## src/rtl/mem_access_unit.sv

```systemverilog
// Data-memory initiator: one load or store at a time over valid/ready, with a
// registered setup/strobe/hold sequence on the level-sensitive write strobe.
module mem_access_unit #(
   parameter int unsigned DATA_ADDRESS_WIDTH = 8,
   parameter int unsigned DATA_WIDTH         = 8
) (
   input  logic                          clk,
   input  logic                          rst_n,
   input  logic                          req_valid,
   output logic                          req_ready,
   input  logic                          req_we,
   input  logic [DATA_ADDRESS_WIDTH-1:0] req_addr,
   input  logic [DATA_WIDTH-1:0]         req_wdata,
   output logic                          rsp_valid,
   input  logic                          rsp_ready,
   output logic [DATA_WIDTH-1:0]         rsp_rdata,
   output logic                          store_done,
   output logic                          busy,
   output logic [DATA_ADDRESS_WIDTH-1:0] mem_address,
   output logic [DATA_WIDTH-1:0]         mem_wdata,
   input  logic [DATA_WIDTH-1:0]         mem_rdata,
   output logic                          mem_MW
);

   typedef enum logic [2:0] {
      IDLE,
      ST_SETUP,
      ST_WRITE,
      ST_HOLD,
      LD_READ,
      LD_RESP
   } state_e;

   state_e                        state_q, state_d;
   logic [DATA_ADDRESS_WIDTH-1:0] addr_q, addr_d;
   logic [DATA_WIDTH-1:0]         wdata_q, wdata_d;
   logic [DATA_WIDTH-1:0]         rdata_q, rdata_d;
   logic                          mw_q, mw_d;
   logic                          done_q, done_d;
   logic                          rvalid_q, rvalid_d;

   always_ff @(posedge clk or negedge rst_n) begin
      if (!rst_n) begin
         state_q  <= IDLE;
         addr_q   <= '0;
         wdata_q  <= '0;
         rdata_q  <= '0;
         mw_q     <= 1'b0;
         done_q   <= 1'b0;
         rvalid_q <= 1'b0;
      end else begin
         state_q  <= state_d;
         addr_q   <= addr_d;
         wdata_q  <= wdata_d;
         rdata_q  <= rdata_d;
         mw_q     <= mw_d;
         done_q   <= done_d;
         rvalid_q <= rvalid_d;
      end
   end

   always_comb begin
      state_d = state_q;
      addr_d  = addr_q;
      wdata_d = wdata_q;
      rdata_d = rdata_q;
      unique case (state_q)
         IDLE: begin
            if (req_valid) begin
               addr_d = req_addr;
               if (req_we) begin
                  wdata_d = req_wdata;
                  state_d = ST_SETUP;
               end else begin
                  state_d = LD_READ;
               end
            end
         end
         ST_SETUP: state_d = ST_WRITE;
         ST_WRITE: state_d = ST_HOLD;
         ST_HOLD:  state_d = IDLE;
         LD_READ: begin
            rdata_d = mem_rdata;
            state_d = LD_RESP;
         end
         LD_RESP: begin
            if (rsp_ready) state_d = IDLE;
         end
         default: state_d = IDLE;
      endcase
   end

   // Strobe/status flops are decoded from the next state so they toggle
   // together with the state register and never glitch.
   always_comb begin
      mw_d     = (state_d == ST_WRITE);
      done_d   = (state_d == ST_HOLD);
      rvalid_d = (state_d == LD_RESP);
   end

   assign req_ready   = (state_q == IDLE);
   assign busy        = (state_q != IDLE);
   assign mem_address = addr_q;
   assign mem_wdata   = wdata_q;
   assign mem_MW      = mw_q;
   assign store_done  = done_q;
   assign rsp_valid   = rvalid_q;
   assign rsp_rdata   = rdata_q;

endmodule

```

## config.mk

```make
export PLATFORM = sky130hd
export DESIGN_NAME = mem_access_unit
export DESIGN_NICKNAME = d
export VERILOG_FILES = /design/src/rtl/mem_access_unit.sv
export SDC_FILE = /design/constraint.sdc
export NUM_CORES = 1
export LEC_CHECK = 0
export CAP_MARGIN = 20
export CORE_ASPECT_RATIO = 1.5
export CORE_UTILIZATION = 30
export CTS_CLUSTER_SIZE = 25
export DETAILED_ROUTE_END_ITERATION = 6
export PLACE_DENSITY = 0.7
export REMOVE_ABC_BUFFERS = 1
export SETUP_SLACK_MARGIN = 0.2
export SLEW_MARGIN = 20
export SYNTH_ARGS = -nofsm -noshare
export SYNTH_HDL_FRONTEND = slang
export SYNTH_SLANG_ARGS = --single-unit
```

## constraint.sdc

```tcl
create_clock -name clk -period 1.54 [get_ports clk]
set_input_delay 0.462 -clock clk [delete_from_list [all_inputs] [get_ports clk]]
set_output_delay 0.462 -clock clk [all_outputs]
set_load 0.005 [all_outputs]
```

# Yosys cells after proc, flatten, opt, wreduce, memory -nomap -nowiden
# Cells that the tools add are included.
# Widths: inputs -> output; s select.
[op_classes]
n_addsub = 0
multipliers = 0
div_mod_pow = 0
magnitude_cmp = 0
eq_ne = 7
shift = 0
n_mux = 4
bitwise_logic = 0
reduce_logical = 4
[ops]
columns = ["operator", "count"]
rows = [
  ["$pmux 3 s5", 1],
  ["$eq 3x2->1 const B", 3],
  ["$eq 3x3->1 const B", 3],
  ["$mux 3", 3],
  ["$eq 3x1->1 const B", 1],
  ["$logic_not 3->1", 1],
  ["$reduce_and 3->1", 1],
  ["$reduce_bool 3->1", 1],
  ["$reduce_and 2->1", 1],
]
[word_totals]
reg_bits = 30
latchBits = 0
ram_bits = 0
romBits = 0
out_inout_bits = 29
word_cells = 22
n_memories = 0

# Logic depth before layout (Yosys ltp)
# Gate-level depths: netlist (run 1).
[logic_depth]
word_depth = 4
mapped_depth = 4
depth_no_buf = 3

# Least setup slack after synthesis (run 1)
# OpenSTA, ideal clock, no wires.
[synth_path]
path_type = "reg2reg"
from = "register state_q[2]"
to = "register wdata_q[0], in the netlist mem_wdata[0]"
arrival_time_ps = 1290
t_required_ps = 1415
setup_slack_ps = 125
stages_incl_launch_ff = 5
n_path_buf = 1
synth_period_minus_slack_ps = 1415
path_cell_list = "dfrtp_1 > nor4b_2 > buf_6 > nand2_8 > mux2_4"
[synth_between]
elab_chain_cells = 2
[synth_lines]
columns = ["element", "line", "rtl"]
rows = [
  ["start: declaration", "34", "state_e state_q, state_d;"],
  ["start signal: assignment", "52", "state_q <= state_d;"],
  ["$logic_not 3->1", "67", "unique case (state_q)"],
  ["$reduce_and 3->1 (no source line)", "-", ""],
  ["end signal: assignment", "54", "wdata_q <= wdata_d;"],
  ["end: declaration", "36", "logic [DATA_WIDTH-1:0] wdata_q, wdata_d;"],
]
# Every way passes these cells.
# A chain may end at the register's enable or synchronous reset.

# Worst setup path in the final report (run 1)
[layout_path]
from = "register state_q[0]"
to = "register wdata_q[0], in the netlist mem_wdata[0]"
# Same word-level chain as after synthesis.

==> reports/results.txt, run 1 <==
Max-Cap Viols -> 0
IO buf count -> 57
final-report setup violation count -> 10
Die X -> 53.2 um
pre-CTS setup slack -> -0.351 ns
syn_area_per_cell -> 16.4 um2
met1 WL -> 1140 um
DR DRC count -> 0
die area -> 4190 um2
worst setup path class -> reg -> reg
Slew headroom -> 0.780
Rows -> 27
Hold Violations, Final -> 0
Num CTS Buffers -> 5
initial antenna violation count -> 0
placed cell area -> 1860 um2
pin count of the biggest net entering global routing -> 31
first-pass GRT wire length -> 4950 um
Synth async-reset ratio -> 1.00
Highest Signal Layer -> met4
crit path time final -> 1.57 ns
slowest stage delay, CP -> 0.41 ns
most used cell along the critical path -> buf_6
Ys Warns -> 0
number of synthesized register bits -> 30
worst slew pin tran -> 0.329 ns
WHS -> 0.508 ns
synthesized area -> 1180 um2
die height -> 78.8 um
number of global-route vias before repair -> 1030
CP startpoint kind -> flop
drt via density -> 4.59
Setup Skew -> 0.00740 ns
GRT Util Overall -> 0.170
post-route worst setup slack -> -0.0350 ns
Clock Latency Late Sink -> 0.29 ns
Mapped Cells -> 72
post-synth top area share -> 0.637
Max Clk Rate -> 635 MHz
unrepaired setup endpoints after global routing -> yes
Worst Path Arrival -> 1.74 ns
met2 wire len -> 1730 um
core footprint -> 3720 um2
commonest cells in the netlist -> dfrtp_1 (30), mux2_2 (16), mux2_4 (8)
vias -> 931
initial core utilization -> 0.317
crit-path leading delay family -> simple AND/OR/NAND/NOR gates
Layout area overhead -> 76.4%
Seq pwr share -> 0.330
leak pwr -> 0.00103 uW
Yosys top cell by area -> dfrtp_1
WL final -> 3180 um
Clock power frac -> 0.183
status -> finished, violations left
cell internal pwr -> 3010 uW
Cell variety after synth -> 17
Peak supply drop -> 1050 uV
CTS max path bufs -> 2
layout cells sized above 1 -> 0.581
ANT cells -> 0
slowest CP cell -> dfrtp_1
max-slew violation count -> 0
Root Driver -> clkbuf_8
Buf/Inv on CP -> 2
Hold Path Class -> reg -> reg
Net Sw Frac -> 0.292
NetSw -> 1240 uW
Synth Flop Type -> dfrtp_1
post-route ant nets -> 0
failing checks -> setup timing
fin area -> 2080 um2
met3 wire length -> 260 um
top cells by area, synth -> dfrtp_1 (64%), mux2_2 (15%), mux2_4 (10%)
CP endpoint kind -> flop
dpl hpwl -> 2030 um
H-tree Lvls -> 2
DR WL/cell -> 15.7 um
CTS tree -> done
most frequent cell after synthesis -> dfrtp_1
Final Wtd Congestion -> 0.763
worst-path cell chain -> buf_6 -> nor4b_4 -> buf_6 -> nand2_4 -> mux2_4
DR pass1 iterations -> 4
number of DRC markers in iteration 0 -> 6
PD cells -> 2050 nW/um2
period utilisation layout -> 1.02
cts hold-fix bufs -> 0
gr ovfl total -> 0
Worst Path Required -> 1.71 ns
final net count -> 188
CTS Sinks -> 30
post-synthesis sequential area ratio -> 0.637
clock-pin slew on the worst setup and hold paths -> 0.07 ns
Post-synth EDFFs -> 0
combinational power share -> 0.487
io pins -> 58
crit path max fanout -> 4
==> sequential cells by signal, summed over array words and instances, names as in the netlist <==
register,cells
mem_wdata,8
store_done,1
rsp_valid,1
mem_address,8
mem_MW,1
rsp_rdata,8
state_q,3
==> logic make-up after synthesis <==
kind of cell	synth area share
multiplexers	0.255
AO/OA/AOI/OAI	0.0202
AND/OR/NAND/NOR	0.0722
buffers and inverters	0.0159
flip-flops	0.637
==> final timing paths <==
kind	start	to	slack (ns)	cells after the start
worst max-delay path	state_q[0]	mem_wdata[0]	-0.03	5
min in group asynchronous	rst_n	rsp_valid	0.54	2
worst min-delay path	mem_wdata[4]	mem_wdata[4]	0.51	1
max in group asynchronous	rst_n	mem_address[5]	0.83	2
worst max register to register	state_q[0]	mem_wdata[0]	-0.03	5
worst min register to register	mem_wdata[4]	mem_wdata[4]	0.51	1
==> through the flow <==
| step | std cells | utilization | TNS (ns) | power [uW] |
|---|---|---|---|---|
| floorplan | 71 | - | -6.84 | 2110 |
| global placement | 179 | 0.502 | -5.27 | 3160 |
| detailed placement | 179 | 0.502 | -5.61 | 3230 |
| CTS | 199 | 0.569 | -0.0448 | 4250 |
| global route | 203 | 0.560 | -1.05 | 4530 |
| finish | 203 | 0.560 | -0.262 | 4260 |
==> per-layer routing <==
layer	track usage	up-vias
li1	-	427
met1	0.177	457
met2	0.282	42
met3	0.0709	5
met4	0.0868	0
met5	0	-
==> cell type report <==
| class | count | area [um2] |
|---|---|---|
| Clock buffer | 5 | 68.8 |
| Clock inverter | 3 | 40.0 |
| Fill cell | 325 | 1640 |
| Inverter | 2 | 7.51 |
| Multi-Input combinational cell | 40 | 518 |
| Sequential cell | 30 | 751 |
| Tap cell | 43 | 53.8 |
| Timing Repair Buffer | 80 | 641 |
==> power groups by stage <==
stage	clock network, uW	logic [uW]	registers (uW)
detailed placement	0	1830	1400
global placement	0	1770	1380
CTS	800	2060	1390
floorplan	0	654	1450
finish	780	2070	1400
global route	840	2230	1460
==> worst reg2reg max path, cell delays in order, from the launching register on <==
cell	delay, ns
dfrtp_1	0.41
buf_6	0.14
nor4b_4	0.35
buf_6	0.19
nand2_4	0.08
mux2_4	0.31
==> cell usage in the layout (no fill, tap or decap), types with 2 or more instances in the layout <==
cell type,count
buf_6,7
buf_2,13
clkinv_2,2
mux2_4,24
buf_4,15
dfrtp_1,30
clkbuf_8,5
clkdlybuf4s50_1,27
inv_1,2
nand2_1,2
clkbuf_2,15
==> repair_timing <==
item                                    4_1_cts  5_1_grt
setup buffers                                11        4
resized for setup                           112       18
pin swaps                                     3        3
cloned                                        1        0
endpoints found under the setup margin       54       43
No activity file was read; power rests on OpenSTA's default activity.
==> run 2: changes to the inputs <==
--- a/constraint.sdc
+++ b/constraint.sdc
@@ -3,2 +3,2 @@
 set_output_delay 0.462 -clock clk [all_outputs]
-set_load 0.005 [all_outputs]
+set_load 0.02 [all_outputs]
==> reports/results.txt, run 2 (synthesis results as in run 1) <==
IO buf count -> 57 (unchanged)
pin count of the biggest net entering global routing -> 31 (unchanged)
worst setup path class -> reg -> out
Peak supply drop -> 1100 uV (+5.2%)
Max-Cap Viols -> 0 (unchanged)
first-pass GRT wire length -> 4030 um (-19%)
Slew headroom -> 0.850 (+0.0703)
die area -> 4190 um2 (unchanged)
Layout area overhead -> 59.0%
PD cells -> 2200 nW/um2 (+7.7%)
Post-Route Setup TNS -> -0.0936 ns (+0.168 ns)
Rows -> 27 (unchanged)
leak pwr -> 0.000893 uW (-14%)
CTS tree -> done
Max Clk Rate -> 634 MHz (-0.15%)
fillers -> 322 (-0.92%)
RR Endpoint -> mem_wdata[4]
r2r setup slk -> -0.01 ns (+0.02 ns)
post-route worst setup slack -> -0.0373 ns (-0.00235 ns)
Hold Path Cell Cnt -> 1 (unchanged)
io pins -> 58 (unchanged)
dpl hpwl -> 2000 um (-1.6%)
cts hold-fix bufs -> 0 (unchanged)
Finished Layout Cells -> 188 (-7.4%)
layout cells sized above 1 -> 0.524 (-0.0571)
number of global-route vias before repair -> 877 (-15%)
Worst Path Arrival -> 1.12 ns (-0.62 ns)
Clock Latency Late Sink -> 0.27 ns (-0.02 ns)
die height -> 78.8 um (unchanged)
H-tree Lvls -> 2 (unchanged)
Hold Path End -> rsp_rdata[3]
fin area -> 1870 um2 (-9.9%)
R2R cell count -> 5 (unchanged)
vias -> 846 (-9.1%)
ANT cells -> 0 (unchanged)
clock-pin slew on the worst setup and hold paths -> 0.06 ns (about the same)
Die X -> 53.2 um (unchanged)
Setup Skew -> 0.00244 ns (-0.00496 ns)
core footprint -> 3720 um2 (unchanged)
GRT Util Overall -> 0.134 (-0.0360)
worst slew pin tran -> 0.224 ns (-0.105 ns)
Crit Reg-Reg Startpoint -> state_q[2]
Final Wtd Congestion -> 0.807 (+5.8%)
drt via density -> 4.50 (-1.9%)
gr ovfl total -> 0 (unchanged)
CTS max path bufs -> 2 (unchanged)
post-route ant nets -> 0 (unchanged)
crit path max fanout -> 2 (-2)
Worst Path Required -> 1.08 ns (-0.63 ns)
number of DRC markers in iteration 0 -> 0 (-6)
placed cell area -> 1860 um2 (unchanged)
CP endpoint kind -> output port
unrepaired setup endpoints after global routing -> yes
Hold Path Class -> reg -> reg
CTS Sinks -> 30 (unchanged)
status -> finished, violations left
Root Driver -> clkbuf_8
initial antenna violation count -> 0 (unchanged)
most frequent cells in the layout -> dfrtp_1 (30), buf_2 (28), clkdlybuf4s50_1 (27), mux2_2 (16), mux2_4 (8)
DR DRC count -> 0 (unchanged)
crit path time final -> 1.58 ns (+0.00235 ns)
initial core utilization -> 0.317 (unchanged)
max-slew violation count -> 0 (unchanged)
HP Start -> rsp_rdata[3]
final-report setup violation count -> 8 (-2)
pre-CTS setup slack -> -0.339 ns (+0.0119 ns)
DR pass1 iterations -> 1 (-3)
WL final -> 2600 um (-18%)
Placed Cells -> 179 (unchanged)
period utilisation layout -> 1.02 (+0.00153)
Hold Violations, Final -> 0 (unchanged)
failing checks -> setup timing
DR WL/cell -> 13.8 um (-12%)
most common cell after layout, fill and taps aside -> dfrtp_1
final net count -> 173 (-8.0%)
Num CTS Buffers -> 5 (unchanged)
Tot Pwr -> 4130 uW (-2.9%)
CP startpoint kind -> flop
==> run 2: worst max-delay path by stage <==
stage | from | end | depth (start not counted)
2_1_floorplan | state_q[2] | mem_wdata[0] | 3
3_3_place_gp | req_valid | mem_wdata[6] | 5
3_5_place_dp | req_valid | mem_wdata[2] | 5
4_1_cts | state_q[1] | mem_wdata[4] | 5
5_1_grt | state_q[1] | busy | 3
6_report | state_q[1] | busy | 3
==> run 2: repair_timing <==
| action | in CTS | in global routing |
|---|---|---|
| hold endpoints to repair | 0 | 0 |
| pin swaps | 2 | 1 |
| setup buffers | 0 | 1 |
| resized for setup | 123 | 3 |
| endpoints found under the setup margin | 54 | 27 |
==> run 2: area by class of cell <==
| type | count | area (um2) | area share |
|---|---|---|---|
| clock inverter | 3 | 40.0 | 0.0214 |
| inverter | 2 | 7.51 | 0.00401 |
| timing repair buffer | 66 | 526 | 0.280 |
| tap | 43 | 53.8 | 0.0287 |
| multi-input combinational | 39 | 428 | 0.228 |
| clock buffer | 5 | 68.8 | 0.0367 |
| sequential | 30 | 751 | 0.401 |
==> run 2: critical path: stages (launching register included) <==
cell     delay (ns)
dfrtp_1        0.40
nor3_2         0.24
inv_1          0.07
buf_6          0.13
==> run 2: power by group <==
part / switching [uW] / leakage, uW / internal, uW
clock network: 277 / 0.0000579 / 475
logic: 1030 / 0.000475 / 960
registers: 203 / 0.000360 / 1190
==> run 2: metal layers <==
layer  global-route usage  part of all wire  vias up
met1                0.136              0.35      409
met5                    0                 0        -
li1                     -                 -      395
met4               0.0421            0.0088        0
met2                0.237              0.54       39
met3               0.0594             0.099        3
==> run 2: stage by stage <==
stage / utilization / hold slack (ns)
3_3_place_gp: 0.502 / 0.489
4_1_cts: 0.499 / 0.505
6_report: 0.504 / 0.502
3_5_place_dp: 0.502 / 0.495
2_1_floorplan: - / 0.166
5_1_grt: 0.504 / 0.523
==> run 3: changes to the inputs <==
DONT_BUFFER_PORTS = 1   (was unset)
PLACE_DENSITY = 0.51   (was 0.7)
clock period = 1.9 ns   (was 1.54 ns; I/O delays follow)
==> reports/results.txt, run 3 (synthesis results as in run 1) <==
status -> finished, final reports clean
post-route worst setup slack -> 0.247 ns (+0.284 ns)
core footprint -> 3720 um2 (unchanged)
Layout area overhead -> 17.8%
worst setup path class -> reg -> out
Seq pwr share -> 0.550 (+0.214)
slowest stage delay, CP -> 0.42 ns (+0.02 ns)
dpl hpwl -> 1480 um (-26%)
worst-path cell chain -> nor3_4 -> inv_1 -> buf_6
clock-pin slew on the worst setup and hold paths -> 0.06 ns (about the same)
Final Wtd Congestion -> 0.628 (-22%)
layout cells sized above 1 -> 0.541 (+0.0170)
crit path max fanout -> 2 (unchanged)
number of global-route vias before repair -> 678 (-23%)
WL final -> 2080 um (-20%)
RR Endpoint -> mem_wdata[1]
slowest CP cell -> dfrtp_2
final net count -> 113 (-35%)
r2r setup slk -> 0.27 ns (+0.28 ns)
Hold Violations, Final -> 0 (unchanged)
leak pwr -> 0.000625 uW (-30%)
first-pass GRT wire length -> 3220 um (-20%)
worst slew pin tran -> 0.377 ns (+0.153 ns)
initial core utilization -> 0.317 (unchanged)
max-slew violation count -> 0 (unchanged)
placed cell area -> 1240 um2 (-33%)
Root Driver -> clkbuf_8
period utilisation layout -> 0.870
gr ovfl total -> 0 (unchanged)
H-tree Lvls -> 2 (unchanged)
die height -> 78.8 um (unchanged)
cell internal pwr -> 1740 uW (-34%)
Clock power frac -> 0.180 (-0.002)
Slew headroom -> 0.749 (-0.102)
fin area -> 1390 um2 (-26%)
vias -> 636 (-25%)
drt via density -> 4.97 (+10%)
DR pass1 iterations -> 3 (+2)
Rows -> 27 (unchanged)
GRT Util Overall -> 0.111 (-0.0232)
CP startpoint -> state_q[2]
initial antenna violation count -> 0 (unchanged)
most common cell after layout, fill and taps aside -> dfrtp_1
DR DRC count -> 0 (unchanged)
CTS max path bufs -> 2 (unchanged)
Die X -> 53.2 um (unchanged)
Peak supply drop -> 1010 uV (-8.8%)
IO buf count -> 0 (-100%)
NetSw -> 1110 uW (-27%)
CP startpoint kind -> flop
Setup Skew -> 0.00473 ns (+0.00228 ns)
io pins -> 58 (unchanged)
Final Util -> 0.374 (-0.131)
Net Sw Frac -> 0.389 (+0.0236)
CTS Sinks -> 30 (unchanged)
Worst Path Arrival -> 1.08 ns (-0.04 ns)
Worst Setup EP -> busy
Hold Path Class -> in -> async
DR WL/cell -> 16.3 um (+17%)
most frequent cells in the layout -> dfrtp_1 (27), mux2_2 (16), mux2_4 (8), clkbuf_8 (6), buf_4 (4)
CTS tree -> done
Num CTS Buffers -> 5 (unchanged)
Clock Latency Late Sink -> 0.27 ns (about the same)
Max-Cap Viols -> 0 (unchanged)
PD cells -> 2050 nW/um2 (-7.1%)
Worst Path Required -> 1.33 ns (+0.25 ns)
number of DRC markers in iteration 0 -> 3 (+3)
pin count of the biggest net entering global routing -> 31 (unchanged)
CP endpoint kind -> output port
combinational power share -> 0.270 (-0.212)
pre-CTS setup slack -> 0.356 ns (+0.695 ns)
crit path time final -> 1.65 ns
Crit Reg-Reg Startpoint -> state_q[2]
ANT cells -> 0 (unchanged)
R2R cell count -> 5 (unchanged)
die area -> 4190 um2 (unchanged)
post-route ant nets -> 0 (unchanged)
Max Clk Rate -> 605 MHz
unrepaired setup endpoints after global routing -> no
final-report setup violation count -> 0 (-8)
-- run 3: cell count changes in the layout (fill, tap and decap cells not counted), moves of 3 or more --
cell,change
dfrtp_2,+3
buf_6,-4
dfrtp_1,-3
clkdlybuf4s50_1,-27
buf_2,-28
-- run 3: how the worst min path moves through the flow --
stage          startpoint      endpoint  slack, ns  cells after the start
3_3_place_gp        rst_n  rsp_rdata[1]       0.27                      0
4_1_cts             rst_n  rsp_rdata[3]       0.11                      1
5_1_grt             rst_n     rsp_valid       0.10                      1
2_1_floorplan       rst_n        mem_MW       0.27                      0
6_report            rst_n     rsp_valid       0.11                      1
3_5_place_dp        rst_n  rsp_rdata[5]       0.28                      0
-- run 3: area by class of cell --
cell class / instances / area, um2
Clock buffer: 7 / 86.3
Multi-Input combinational cell: 39 / 420
Fill cell: 394 / 2330
Inverter: 2 / 7.51
Sequential cell: 30 / 754
Clock inverter: 1 / 5.00
Timing Repair Buffer: 6 / 61.3
Tap cell: 43 / 53.8
-- run 3: timing repair --
item | 4_1_cts | 5_1_grt
gates resized for setup | 3 | 3
gates cloned | 0 | 0
hold endpoints to repair | 30 | 0
pin swaps | 1 | 1
hold buffers | 1 | 0
setup endpoints to repair | 2 | 1
setup buffers | 2 | 0
-- run 3: layer usage --
| layer | up-vias | wire, um | GRT usage |
|---|---|---|---|
| met5 | - | 0 | 0 |
| met4 | 0 | 31 | 0.0553 |
| met3 | 4 | 241 | 0.0594 |
| met2 | 44 | 1090 | 0.189 |
| met1 | 317 | 711 | 0.104 |
| li1 | 271 | - | - |
-- run 3: power groups by stage --
stage / clock network (uW) / logic (uW) / registers, uW
5_1_grt: 570 / 842 / 1610
3_3_place_gp: 0 / 654 / 1580
2_1_floorplan: 0 / 563 / 1510
6_report: 513 / 767 / 1560
4_1_cts: 532 / 759 / 1560
3_5_place_dp: 0 / 684 / 1580
-- run 3: critical path: cells and delay by family (launching register included) --
kind	cells	cell delay, ns
buffers and inverters	2	0.20
flip-flops	1	0.42
AND/OR/NAND/NOR	1	0.19
-- run 3: through the flow --
stage	instances	setup TNS [ns]	hold WS (ns)	total power [uW]
floorplan	71	-1.50	0.274	2080
global placement	117	0	0.275	2240
detailed placement	117	0	0.275	2270
CTS	128	0	0.115	2850
global route	128	0	0.101	3020
finish	128	0	0.114	2840
